[config.mk]
export PLATFORM = sky130hd
export DESIGN_NAME = uart_rx_cfg
export DESIGN_NICKNAME = d
export VERILOG_FILES = /design/src/rtl/uart_rx_cfg.sv
export SDC_FILE = /design/constraint.sdc
export NUM_CORES = 1
export LEC_CHECK = 0
export CAP_MARGIN = 10
export CORE_MARGIN = 2
export CORE_UTILIZATION = 51
export DETAILED_ROUTE_END_ITERATION = 8
export GPL_TIMING_DRIVEN = 0
export HOLD_SLACK_MARGIN = 0.03
export PLACE_DENSITY_LB_ADDON = 0.08
export RECOVER_POWER = 25
export SLEW_MARGIN = 10
export SYNTH_ARGS = -nofsm -noshare
export SYNTH_HDL_FRONTEND = slang
export SYNTH_SLANG_ARGS = --single-unit
[constraint.sdc]
create_clock -name clk -period 1.66 [get_ports clk]
set_clock_uncertainty 0.1 [all_clocks]
set_input_delay 0.332 -clock clk [delete_from_list [all_inputs] [get_ports clk]]
set_output_delay 0.332 -clock clk [all_outputs]
set_load 0.005 [all_outputs]
[src/rtl/uart_rx_cfg.sv]
`default_nettype none
// ============================================================================
//  Module   : uart_rx_cfg
//  Purpose  : Parametrised UART receiver. Oversamples the serial line using
//             an external baud_tick, majority-votes three samples per bit and
//             reports each frame with parity, framing and break status.
//  Ports    : clk        - system clock
//             rst        - asynchronous active-high reset
//             rx         - serial line, idle high, asynchronous to clk
//             baud_tick  - one-clk pulse at OVERSAMPLE x baud rate
//             data_out   - last received word, LSB = first bit on the line
//             rx_valid   - one-cycle pulse when a frame completes
//             parity_err - parity mismatch on last frame
//             frame_err  - a stop bit sampled low on last frame
//             break_det  - last frame was a break condition
//             busy       - high in every state except IDLE
//  Revision : 1.0 - initial release
// ============================================================================
module uart_rx_cfg #(
  parameter int DATA_BITS  = 8,   // 5..9
  parameter int PARITY     = 0,   // 0 none, 1 odd, 2 even
  parameter int STOP_BITS  = 1,   // 1 or 2
  parameter int OVERSAMPLE = 16   // power of two, >= 8
) (
  input  logic                 clk,
  input  logic                 rst,
  input  logic                 rx,
  input  logic                 baud_tick,
  output logic [DATA_BITS-1:0] data_out,
  output logic                 rx_valid,
  output logic                 parity_err,
  output logic                 frame_err,
  output logic                 break_det,
  output logic                 busy
);

  localparam int TW = $clog2(OVERSAMPLE);
  localparam int BW = $clog2(DATA_BITS);

  localparam logic [TW-1:0] C_T_S0   = TW'(OVERSAMPLE / 2 - 1);
  localparam logic [TW-1:0] C_T_S1   = TW'(OVERSAMPLE / 2);
  localparam logic [TW-1:0] C_T_VOTE = TW'(OVERSAMPLE / 2 + 1);
  localparam logic [TW-1:0] C_T_LAST = TW'(OVERSAMPLE - 1);
  localparam logic [BW-1:0] C_B_LAST_DATA = BW'(DATA_BITS - 1);
  localparam logic [BW-1:0] C_B_LAST_STOP = BW'(STOP_BITS - 1);

  typedef enum logic [2:0] {
    S_IDLE      = 3'd0,
    S_START     = 3'd1,
    S_DATA      = 3'd2,
    S_PARITY    = 3'd3,
    S_STOP      = 3'd4,
    S_WAIT_HIGH = 3'd5
  } state_t;

  state_t                 r_state;
  logic                   r_sync1;
  logic                   r_rxs;
  logic [TW-1:0]          r_tcnt;
  logic [BW-1:0]          r_bcnt;
  logic                   r_s0;
  logic                   r_s1;
  logic [DATA_BITS-1:0]   r_shift;
  logic                   r_par_err;
  logic                   r_frm_err;
  logic                   r_par_bit;
  logic                   r_stop0;

  logic w_vote;
  logic w_at_vote;
  logic w_bit_end;
  logic w_xor;
  logic w_par_mis;
  logic w_frm_now;
  logic w_first_stop;
  logic w_brk;

  // The third sample is the live synchronised value on the voting tick.
  assign w_vote    = (r_s0 & r_s1) | (r_s0 & r_rxs) | (r_s1 & r_rxs);
  assign w_at_vote = baud_tick && (r_tcnt == C_T_VOTE);
  assign w_bit_end = baud_tick && (r_tcnt == C_T_LAST);

  // Even parity expects XOR(data, bit) = 0, odd expects 1.
  assign w_xor     = (^r_shift) ^ w_vote;
  assign w_par_mis = (PARITY == 2) ? w_xor : ~w_xor;

  // Status of the frame as it stands at the vote of the last stop bit.
  assign w_frm_now    = r_frm_err | ~w_vote;
  assign w_first_stop = (r_bcnt == '0) ? w_vote : r_stop0;
  assign w_brk        = (r_shift == '0) && ((PARITY == 0) || !r_par_bit) && !w_first_stop;

  always_ff @(posedge clk or posedge rst) begin
    if (rst) begin
      r_state    <= S_IDLE;
      r_sync1    <= 1'b1;
      r_rxs      <= 1'b1;
      r_tcnt     <= '0;
      r_bcnt     <= '0;
      r_s0       <= 1'b1;
      r_s1       <= 1'b1;
      r_shift    <= '0;
      r_par_err  <= 1'b0;
      r_frm_err  <= 1'b0;
      r_par_bit  <= 1'b0;
      r_stop0    <= 1'b0;
      data_out   <= '0;
      rx_valid   <= 1'b0;
      parity_err <= 1'b0;
      frame_err  <= 1'b0;
      break_det  <= 1'b0;
      busy       <= 1'b0;
    end else begin
      r_sync1  <= rx;
      r_rxs    <= r_sync1;
      rx_valid <= 1'b0;

      // The tick counter and sample latches run on every tick; IDLE
      // restarts the counter so bit timing is anchored to the start edge.
      if (baud_tick) begin
        r_tcnt <= r_tcnt + 1'b1;
        if (r_tcnt == C_T_S0) r_s0 <= r_rxs;
        if (r_tcnt == C_T_S1) r_s1 <= r_rxs;
      end

      case (r_state)
        S_IDLE: begin
          if (!r_rxs) begin
            r_state   <= S_START;
            r_tcnt    <= '0;
            r_par_err <= 1'b0;
            r_frm_err <= 1'b0;
            busy      <= 1'b1;
          end
        end

        S_START: begin
          if (w_at_vote && w_vote) begin
            r_state <= S_IDLE;
            busy    <= 1'b0;
          end else if (w_bit_end) begin
            r_state <= S_DATA;
            r_bcnt  <= '0;
          end
        end

        S_DATA: begin
          if (w_at_vote) r_shift <= {w_vote, r_shift[DATA_BITS-1:1]};
          if (w_bit_end) begin
            if (r_bcnt == C_B_LAST_DATA) begin
              r_state <= (PARITY != 0) ? S_PARITY : S_STOP;
              r_bcnt  <= '0;
            end else begin
              r_bcnt <= r_bcnt + 1'b1;
            end
          end
        end

        S_PARITY: begin
          if (w_at_vote) begin
            r_par_bit <= w_vote;
            r_par_err <= w_par_mis;
          end
          if (w_bit_end) begin
            r_state <= S_STOP;
            r_bcnt  <= '0;
          end
        end

        S_STOP: begin
          if (w_at_vote) begin
            if (r_bcnt == '0) r_stop0 <= w_vote;
            if (!w_vote) r_frm_err <= 1'b1;
            // Leave mid last stop bit so a back-to-back start edge is seen.
            if (r_bcnt == C_B_LAST_STOP) begin
              data_out   <= r_shift;
              parity_err <= r_par_err;
              frame_err  <= w_frm_now;
              break_det  <= w_brk;
              rx_valid   <= 1'b1;
              r_state    <= w_frm_now ? S_WAIT_HIGH : S_IDLE;
              busy       <= w_frm_now;
            end
          end else if (w_bit_end) begin
            r_bcnt <= r_bcnt + 1'b1;
          end
        end

        S_WAIT_HIGH: begin
          // A line held low yields one frame only; wait for it to recover.
          if (r_rxs) begin
            r_state <= S_IDLE;
            busy    <= 1'b0;
          end
        end

        default: begin
          r_state <= S_IDLE;
          busy    <= 1'b0;
        end
      endcase
    end
  end

endmodule
`default_nettype wire

==> Word-level counts from Yosys, hierarchy flattened <==
Cells that the tools add are included.
{ "classes": {"n_addsub": 2, "multipliers": 0, "div": 0, "magnitude_cmp": 0, "eq_ne": 24, "n_shift": 0, "muxes": 37, "bitwise_logic": 10, "n_reduce_logical": 23} }
{ "op_table": {"columns": ["op", "n"], "rows": [
  ["3-bit two-way mux", 16],
  ["2-bit inequality test (second input constant)", 13],
  ["3-bit one-hot mux with 6 select lines", 1],
  ["1-bit two-way mux", 13],
  ["4-bit equality test (second input constant)", 3],
  ["4-bit two-way mux", 3],
  ["3-bit one-hot mux with 4 select lines", 1],
  ["3-bit equality test (second input constant)", 3],
  ["8-bit zero test", 1],
  ["2-bit AND reduction", 4],
  ["8-bit AND reduction", 1],
  ["8-bit parity", 1],
  ["3-bit by 2-bit equality test with 1-bit output (second input constant)", 2],
  ["3-bit zero test", 2],
  ["3-bit AND reduction", 2],
  ["6-bit AND reduction", 1],
  ["1-bit one-hot mux with 5 select lines", 1],
  ["5-bit AND reduction", 1],
  ["4-bit by 1-bit adder with 4-bit output (second input constant)", 1],
  ["4-bit by 3-bit equality test with 1-bit output (second input constant)", 1],
  ["1-bit logical AND", 4],
  ["1-bit one-hot mux with 2 select lines", 2],
  ["4-bit AND reduction", 1],
  ["2-bit nonzero test", 2],
  ["10 further kinds", 16]
]} }
{ "totals": {"reg_bits": 38, "latch_bits": 0, "ram_bits": 0, "mem_bits_ro": 0, "in_bits": 4, "output_inout_bits": 13, "elab_cells": 113, "memories": 0} }

==> Logic depth before layout (Yosys ltp) <==
{ "logic_depth": {"depth_word": 9, "ltp_mapped": 7, "depth_no_buf": 6} }

==> Worst setup path after synthesis <==
Ideal clock, no wire load.
{ "synth_timing": {"path_kind": "flip-flop to flip-flop", "startpoint": "reg r_tcnt[1]", "endpoint": "reg r_shift[7]", "t_arrival_ps": 1563, "slack_ps": -128, "stages_incl_launch_ff": 8, "n_path_buf": 1, "path_cell_list": "dfrtp_1 -> inv_1 -> ha_1 -> nand4b_4 -> nor3b_2 -> and2_1 -> buf_6 -> mux2_4"} }
{ "synth_via": {"elab_chain_len": 3} }
{ "synth_rtl": {"columns": ["element", "line", "rtl"], "rows": [
  ["start, declared", "59", "logic [TW-1:0] r_tcnt;"],
  ["start signal, assigned", "120", "r_tcnt <= r_tcnt + 1'b1;"],
  ["4-bit equality test", "80", "assign w_at_vote = baud_tick && (r_tcnt == C_T_VOTE);"],
  ["1-bit logical AND", "80", null],
  ["2-bit AND reduction (no line)", null, null],
  ["end signal, assigned", "147", "if (w_at_vote) r_shift <= {w_vote, r_shift[DATA_BITS-1:1]};"],
  ["end, declared", "63", "logic [DATA_BITS-1:0] r_shift;"]
]} }
Every way passes these cells.
A chain may end at the register's enable or synchronous reset.

==> Final worst setup path <==
{ "layout_timing": {"startpoint": "reg r_bcnt[0]", "endpoint": "reg data_out[4]"} }
{ "layout_via": {"elab_chain_len": 2} }
{ "layout_rtl": {"columns": ["element", "line", "rtl"], "rows": [
  ["start, declared", "60", "logic [BW-1:0] r_bcnt;"],
  ["start signal, assigned", "153", "r_bcnt <= r_bcnt + 1'b1;"],
  ["start signal, assigned", "184", "r_bcnt <= r_bcnt + 1'b1;"],
  ["3-bit zero test", "174", "if (r_bcnt == C_B_LAST_STOP) begin"],
  ["3-bit AND reduction (no line)", null, null],
  ["end signal, assigned", "175", "data_out <= r_shift;"],
  ["end, declared", "29", "output logic [DATA_BITS-1:0] data_out,"]
]} }
Every way passes these cells.

==> results.cfg <==
[layout]
diodes = 0
fillers = 272
drive_gt1_share_pct = 32.7
final_cell_mix = dfrtp_1 (33), buf_4 (13), clkdlybuf4s50_1 (13)
syn_to_final_growth_pct = 29.3
multiInputGateArea_um2 = 993
ff_latch_area_um2 = 931
fin_area_um2 = 2500
layout_commonest_cell = dfrtp_1
nets = 221

[sta]
fin_crit_ns = 1.80
finalCritPeriodShare_pct = 108
rsz0062_at_grt = true
worst_pin_slew_ns = 0.745
setup_slack_ns = -0.137
holdWs_ns = 0.257
fmax_ghz = 0.556
relSlewSlack_pct = 50.3
finalHoldViolations = 0
setup_viol = 21
setup_tns_ns = -1.71
final_max_slew_viol_count = 0

[setup_path]
end_kind = register
rr_worst_depth = 6
path_delay_family = simple AND/OR/NAND/NOR gates
start_kind = register
crit_path_start = r_bcnt[0]$_DFFE_PP0P_
crit_end = data_out[4]$_DFFE_PP0P_
cp.buffers_inverters = 2
timing.rr.end = data_out[4]$_DFFE_PP0P_
critPathMaxFanout = 5
cp.arrival_ns = 1.88
crit_chain = inv_2 -> ha_4 -> nand3b_1 -> nor3_4 -> buf_6 -> mux2_4
path_depth = 6
worst-setup-path-type = reg2reg
required_ns = 1.74
slowest_delay_ns = 0.42
cp_slowest_cell = dfrtp_1
rrSetupSlack_ns = -0.14
worstReg2RegStart = r_bcnt[0]$_DFFE_PP0P_

[global_routing]
grt_pass1_wl_um = 7240
grt_max_degree = 38
antenna_found_initial = 0
grt_overflow = 0
first_global_vias = 1523
grt_use_total_pct = 22.3

[clock_tree]
path_clk_slew_ns = 0.07
cts_buffer_depth = 2
insertion_delay_ns = 0.30
cts.sinks = 37
cts_tree = done
cts-root-buf = clkbuf_8
cts-buffers-inserted = 5
htreeDepth = 2
cts_hold_buf = 0

[synthesis]
ys_warn_count = 0
syn_nets = 185
ys.flop_type = dfrtp_1
syn_inst = 171
ys_seq_area_share_pct = 48.2
synth_edf_count = 0
async_flop_share_pct = 100
syn-cell-area_um2 = 1930
ys_ff_latch = 37
synth_area_per_cell_um2 = 11.3
netlist-cell-type-count = 44

[worst_hold_path]
min_from = r_sync1$_DFF_PP1_
hold_depth = 0
hold_class = reg2reg

[routing]
wl_per_cell_um = 15.9
route.detailed.drc = 0
routed_via_density = 5.53
num_vias = 1415
drt_iter0_drc = 165
ant_nets = 0
firstDrtPassIters = 4
finalWirelength_um = 4060

[floorplan]
io_pins = 17
core_um2 = 3660
dieArea_um2 = 4300
initial_core_util_pct = 52.8
rows = 22
die-width_um = 65.6
die-height_um = 65.6

[place]
post_dp_cell_area_um2 = 2190
place_ws_ns = -0.273
place.gp.congestion = 0.797
portBuffers = 15
hpwlAfterDp_um = 2630

[status]
status = finished, violations left
violations = setup timing

[job]
cap_violations = 0

[pwr]
p_leak_nw = 1.15
power_density_nw_per_um2 = 1270
power.total_mw = 3.18
peakVddDrop_uv = 991
==> state kept, by name, summed over array words and instances, names as in the netlist, 3 cells and up <==
register / count
r_state: 3
r_tcnt: 4
r_shift: 8
r_bcnt: 3
data_out: 8
==> area by class of cell <==
class / instances / area share, %
Buffer: 8 / 2.30
Clock buffer: 6 / 2.90
Clock inverter: 2 / 1.55
Inverter: 15 / 2.25
Multi-Input combinational cell: 109 / 39.8
Sequential cell: 37 / 37.3
Tap cell: 48 / 2.40
Timing Repair Buffer: 31 / 11.6
==> metrics by stage <==
stage                     util (%)  std cells
after detailed placement      59.9        234
after CTS                     67.4        257
final                         68.3        256
after floorplan                  -        171
after global routing          68.3        256
after global placement        59.9        234
==> worst reg2reg max path: stages, from the launching register on <==
cell	delay, ns
dfrtp_1	0.42
inv_2	0.11
ha_4	0.12
nand3b_1	0.17
nor3_4	0.26
buf_6	0.19
mux2_4	0.31
==> kinds of logic (layout without fill, tap and decap cells) <==
kind of cell,Yosys count,in the layout,synth area share [%]
and+or+nand+nor,45,45,14.1
DFF,37,37,48.2
buffers and inverters,25,62,6.21
muxes,23,23,13.0
AOI/OAI and AO/OA,22,22,7.70
adders and majority gates,11,11,7.18
xor gates and xnor gates,8,8,3.62
==> layer usage <==
layer	up-vias	track usage [%]	routed length [um]
li1	669	-	-
met1	717	28.0	1870
met2	23	36.9	2000
met3	6	5.99	119
met4	0	8.59	68
met5	-	0	0
==> Yosys cell counts (2+ instances only) <==
cell type,instances,area (um^2)
nand3_1,4,20.0
dfrtp_1,33,826
a221o_1,2,20.0
xnor2_1,6,52.6
nand2_1,8,30.0
a21oi_1,4,20.0
nand2b_1,2,12.5
nor2_1,10,37.5
buf_2,3,15.0
mux2i_1,9,90.1
inv_1,15,56.3
ha_1,10,125
buf_4,2,15.0
nor3_1,4,20.0
buf_6,2,22.5
a22oi_1,2,15.0
or3_1,2,12.5
nand4b_1,2,17.5
clkbuf_1,2,7.51
nand4_1,4,25.0
xor2_1,2,17.5
o21ai_0,6,30.0
dfstp_2,4,105
mux2_2,13,146
==> where the power goes <==
group | internal (mW) | switching (mW) | total, mW | leakage [nW]
clock | 0.451 | 0.329 | 0.780 | 0.0554
sequential | 1.09 | 0.168 | 1.26 | 0.436
combinational | 0.541 | 0.598 | 1.14 | 0.661
total | 2.08 | 1.10 | 3.18 | 1.15
==> how the worst min path moves through the flow <==
stage	endpoint	slack [ns]
after floorplan	r_sync1$_DFF_PP1_	0.24
after global placement	r_rxs$_DFF_PP1_	0.25
after detailed placement	r_rxs$_DFF_PP1_	0.25
after CTS	r_rxs$_DFF_PP1_	0.26
after global routing	r_rxs$_DFF_PP1_	0.27
final	r_rxs$_DFF_PP1_	0.26
==> what timing repair did <==
| action | 4_1_cts | 5_1_grt |
|---|---|---|
| setup endpoints to repair | 26 | 32 |
| pin swaps | 9 | 4 |
| hold endpoints to repair | 0 | 0 |
| resized for setup | 13 | 15 |
| setup buffers | 15 | 1 |
| cloned | 1 | 0 |
No activity file was read; power rests on OpenSTA's default activity.
==> edit (config.mk and constraints unchanged) <==
The parameter `OVERSAMPLE` goes from 16 to 32.
--- a/src/rtl/uart_rx_cfg.sv
+++ b/src/rtl/uart_rx_cfg.sv
@@ -21,5 +21,5 @@
   parameter int PARITY     = 0,   // 0 none, 1 odd, 2 even
   parameter int STOP_BITS  = 1,   // 1 or 2
-  parameter int OVERSAMPLE = 16   // power of two, >= 8
+  parameter int OVERSAMPLE = 32   // power of two, >= 8
 ) (
   input  logic                 clk,
Check against the original RTL: no difference found for any inputs over 10 cycles, from zero or initial values and one cycle with rst high; that may be too few to reach the edited logic, so the function may still have changed.
==> edit against the unedited design <==
The flow still finishes with violations (setup timing); count of clock-buffer cells in the layout did not move; power fell by 0.49%; first-iteration DRC count fell by 72%; synthesized cell count rose by 5.8%; sequential cell count rose by 1; clock power fell by 21%; routed wire length rose by 12%; worst setup slack improved by 0.059 ns; cell area rose by 9.2%; area after synthesis did not move; largest power group is now combinational logic.
==> edit: results (changes against the unedited design) <==
Outcome
  • Outcome: finished with violations (unchanged)
  • Failing checks: setup timing (unchanged)

Synthesis
  • Top FF cell, synth: dfrtp_1 (unchanged)
  • Mapped Cells: 181 (was 171)
  • Ranking of synthesized cells by area: dfrtp_1, ha_1, dfstp_2 (was dfrtp_1, mux2_2, ha_1)
  • Ys Warns: 0 (unchanged)
  • Post-synth cell types: 47 (was 44)
  • Seq/Total Area, Yosys: 49.45% (was 48.16%)
  • Synth Net Count: 197 (was 185)
  • Most frequent cells after synthesis: dfrtp_1, inv_1, nand2_1 (was dfrtp_1, inv_1, mux2_2)

Timing
  • Hold WS: 0.2616 ns (was 0.2570 ns)
  • Setup violators final: 17 (was 21)
  • Worst-Margin Slew: 0.7915 ns (was 0.7448 ns)
  • Final WS setup: -0.07782 ns (was -0.1371 ns)

Drt
  • Initial detailed-routing violation count: 47 (was 165)
  • Wire per inst: 16.32 µm (was 15.87 µm)
  • Vias per cell: 5.444 (was 5.527)

Final layout
  • Post-Layout Cell Count: 279 (was 256)
  • Layout cells sized above 1: 38.96% (was 32.69%)
  • Biggest regs: data_out x8, r_shift x8, r_tcnt x5 (was data_out x8, r_shift x8, r_tcnt x4)
  • Filler cell count in the final layout: 240 (was 272)

Power
  • Worst vdd ir: 0.8144 mV (was 0.9912 mV)
  • PD cells: 1159 mW/mm² (was 1272 mW/mm²)

Setup path
  • Worst R2R Path Depth: 4 (was 6)
  • Critical-path top delay cell: or2_2 (was dfrtp_1)

Place
  • Routability-driven placement congestion ratio: 0.8739 (was 0.7971)
  • Area after DPL: 0.002190 mm² (was 0.002192 mm²)
  • Post-DP HPWL: 2646 µm (was 2628 µm)

Global routing
  • Number of global-route vias before repair: 1,554 (was 1,523)
  • Largest net degree at the start of global routing: 39 (was 38)
  • GRT Overall Usage: 22.50% (was 22.34%)
==> edit: per-layer routing <==
layer	wire [µm]	GRT usage (%)	vias to the layer above	part of all wire, %
li1	-	-	720	-
met1	1932	28.40	736	42
met2	2303	37.88	48	51
met3	194	4.623	15	4.3
met4	122	8.854	0	2.7
met5	0	0	-	0
==> edit: repair_timing <==
action	CTS	global route
gates resized for setup	29	48
gates cloned	0	2
setup endpoints to repair	32	28
setup buffers	14	12
pin swaps	10	13
==> edit: kinds of logic after synthesis <==
group / after synthesis / share of synthesized area [%]
adder cells (fa/ha/maj): 13 / 8.285
AND/OR/NAND/NOR: 48 / 13.40
XOR/XNOR: 8 / 3.625
multiplexers: 16 / 8.867
buffers and inverters: 26 / 5.696
flip-flops: 38 / 49.45
AO/OA/AOI/OAI: 32 / 10.68
==> edit: where the power goes <==
| part | switching, mW | internal [mW] |
|---|---|---|
| Clock | 0.323 | 0.291 |
| Combinational | 0.647 | 0.663 |
| Sequential | 0.132 | 1.11 |
==> edit: how the worst max path moves through the flow <==
| stage | endpoint | start |
|---|---|---|
| final | r_bcnt[2] | r_state[1] |
| after global routing | r_bcnt[1] | r_rxs |
| after CTS | r_shift[7] | r_tcnt[3] |
| after detailed placement | r_shift[7] | baud_tick |
| after global placement | r_shift[7] | baud_tick |
| after floorplan | r_shift[7] | r_tcnt[3] |
==> edit: critical path: cells and delay by family, from the launching register on <==
family,cells,cell delay [ns]
AND/OR/NAND/NOR,1,0.42
XOR/XNOR,1,0.19
multiplexers,1,0.33
flip-flops,1,0.41
AO/OA/AOI/OAI,1,0.18
==> edit: area by class of cell <==
cell class / instances / share of cell area [%]
buffer: 6 / 2.202
clock inverter: 2 / 0.3670
multi-input combinational: 117 / 39.77
inverter: 18 / 2.477
clock buffer: 6 / 2.661
timing repair buffer: 44 / 15.14
sequential: 38 / 35.18
tap: 48 / 2.202
==> edit: stage by stage <==
step	setup WS [ns]	TNS (ns)
floorplan	-0.1442	-0.3526
global placement	-0.6547	-26.91
detailed placement	-0.6667	-14.31
CTS	-0.1106	-1.031
global route	-0.1452	-1.733
finish	-0.07782	-0.5693
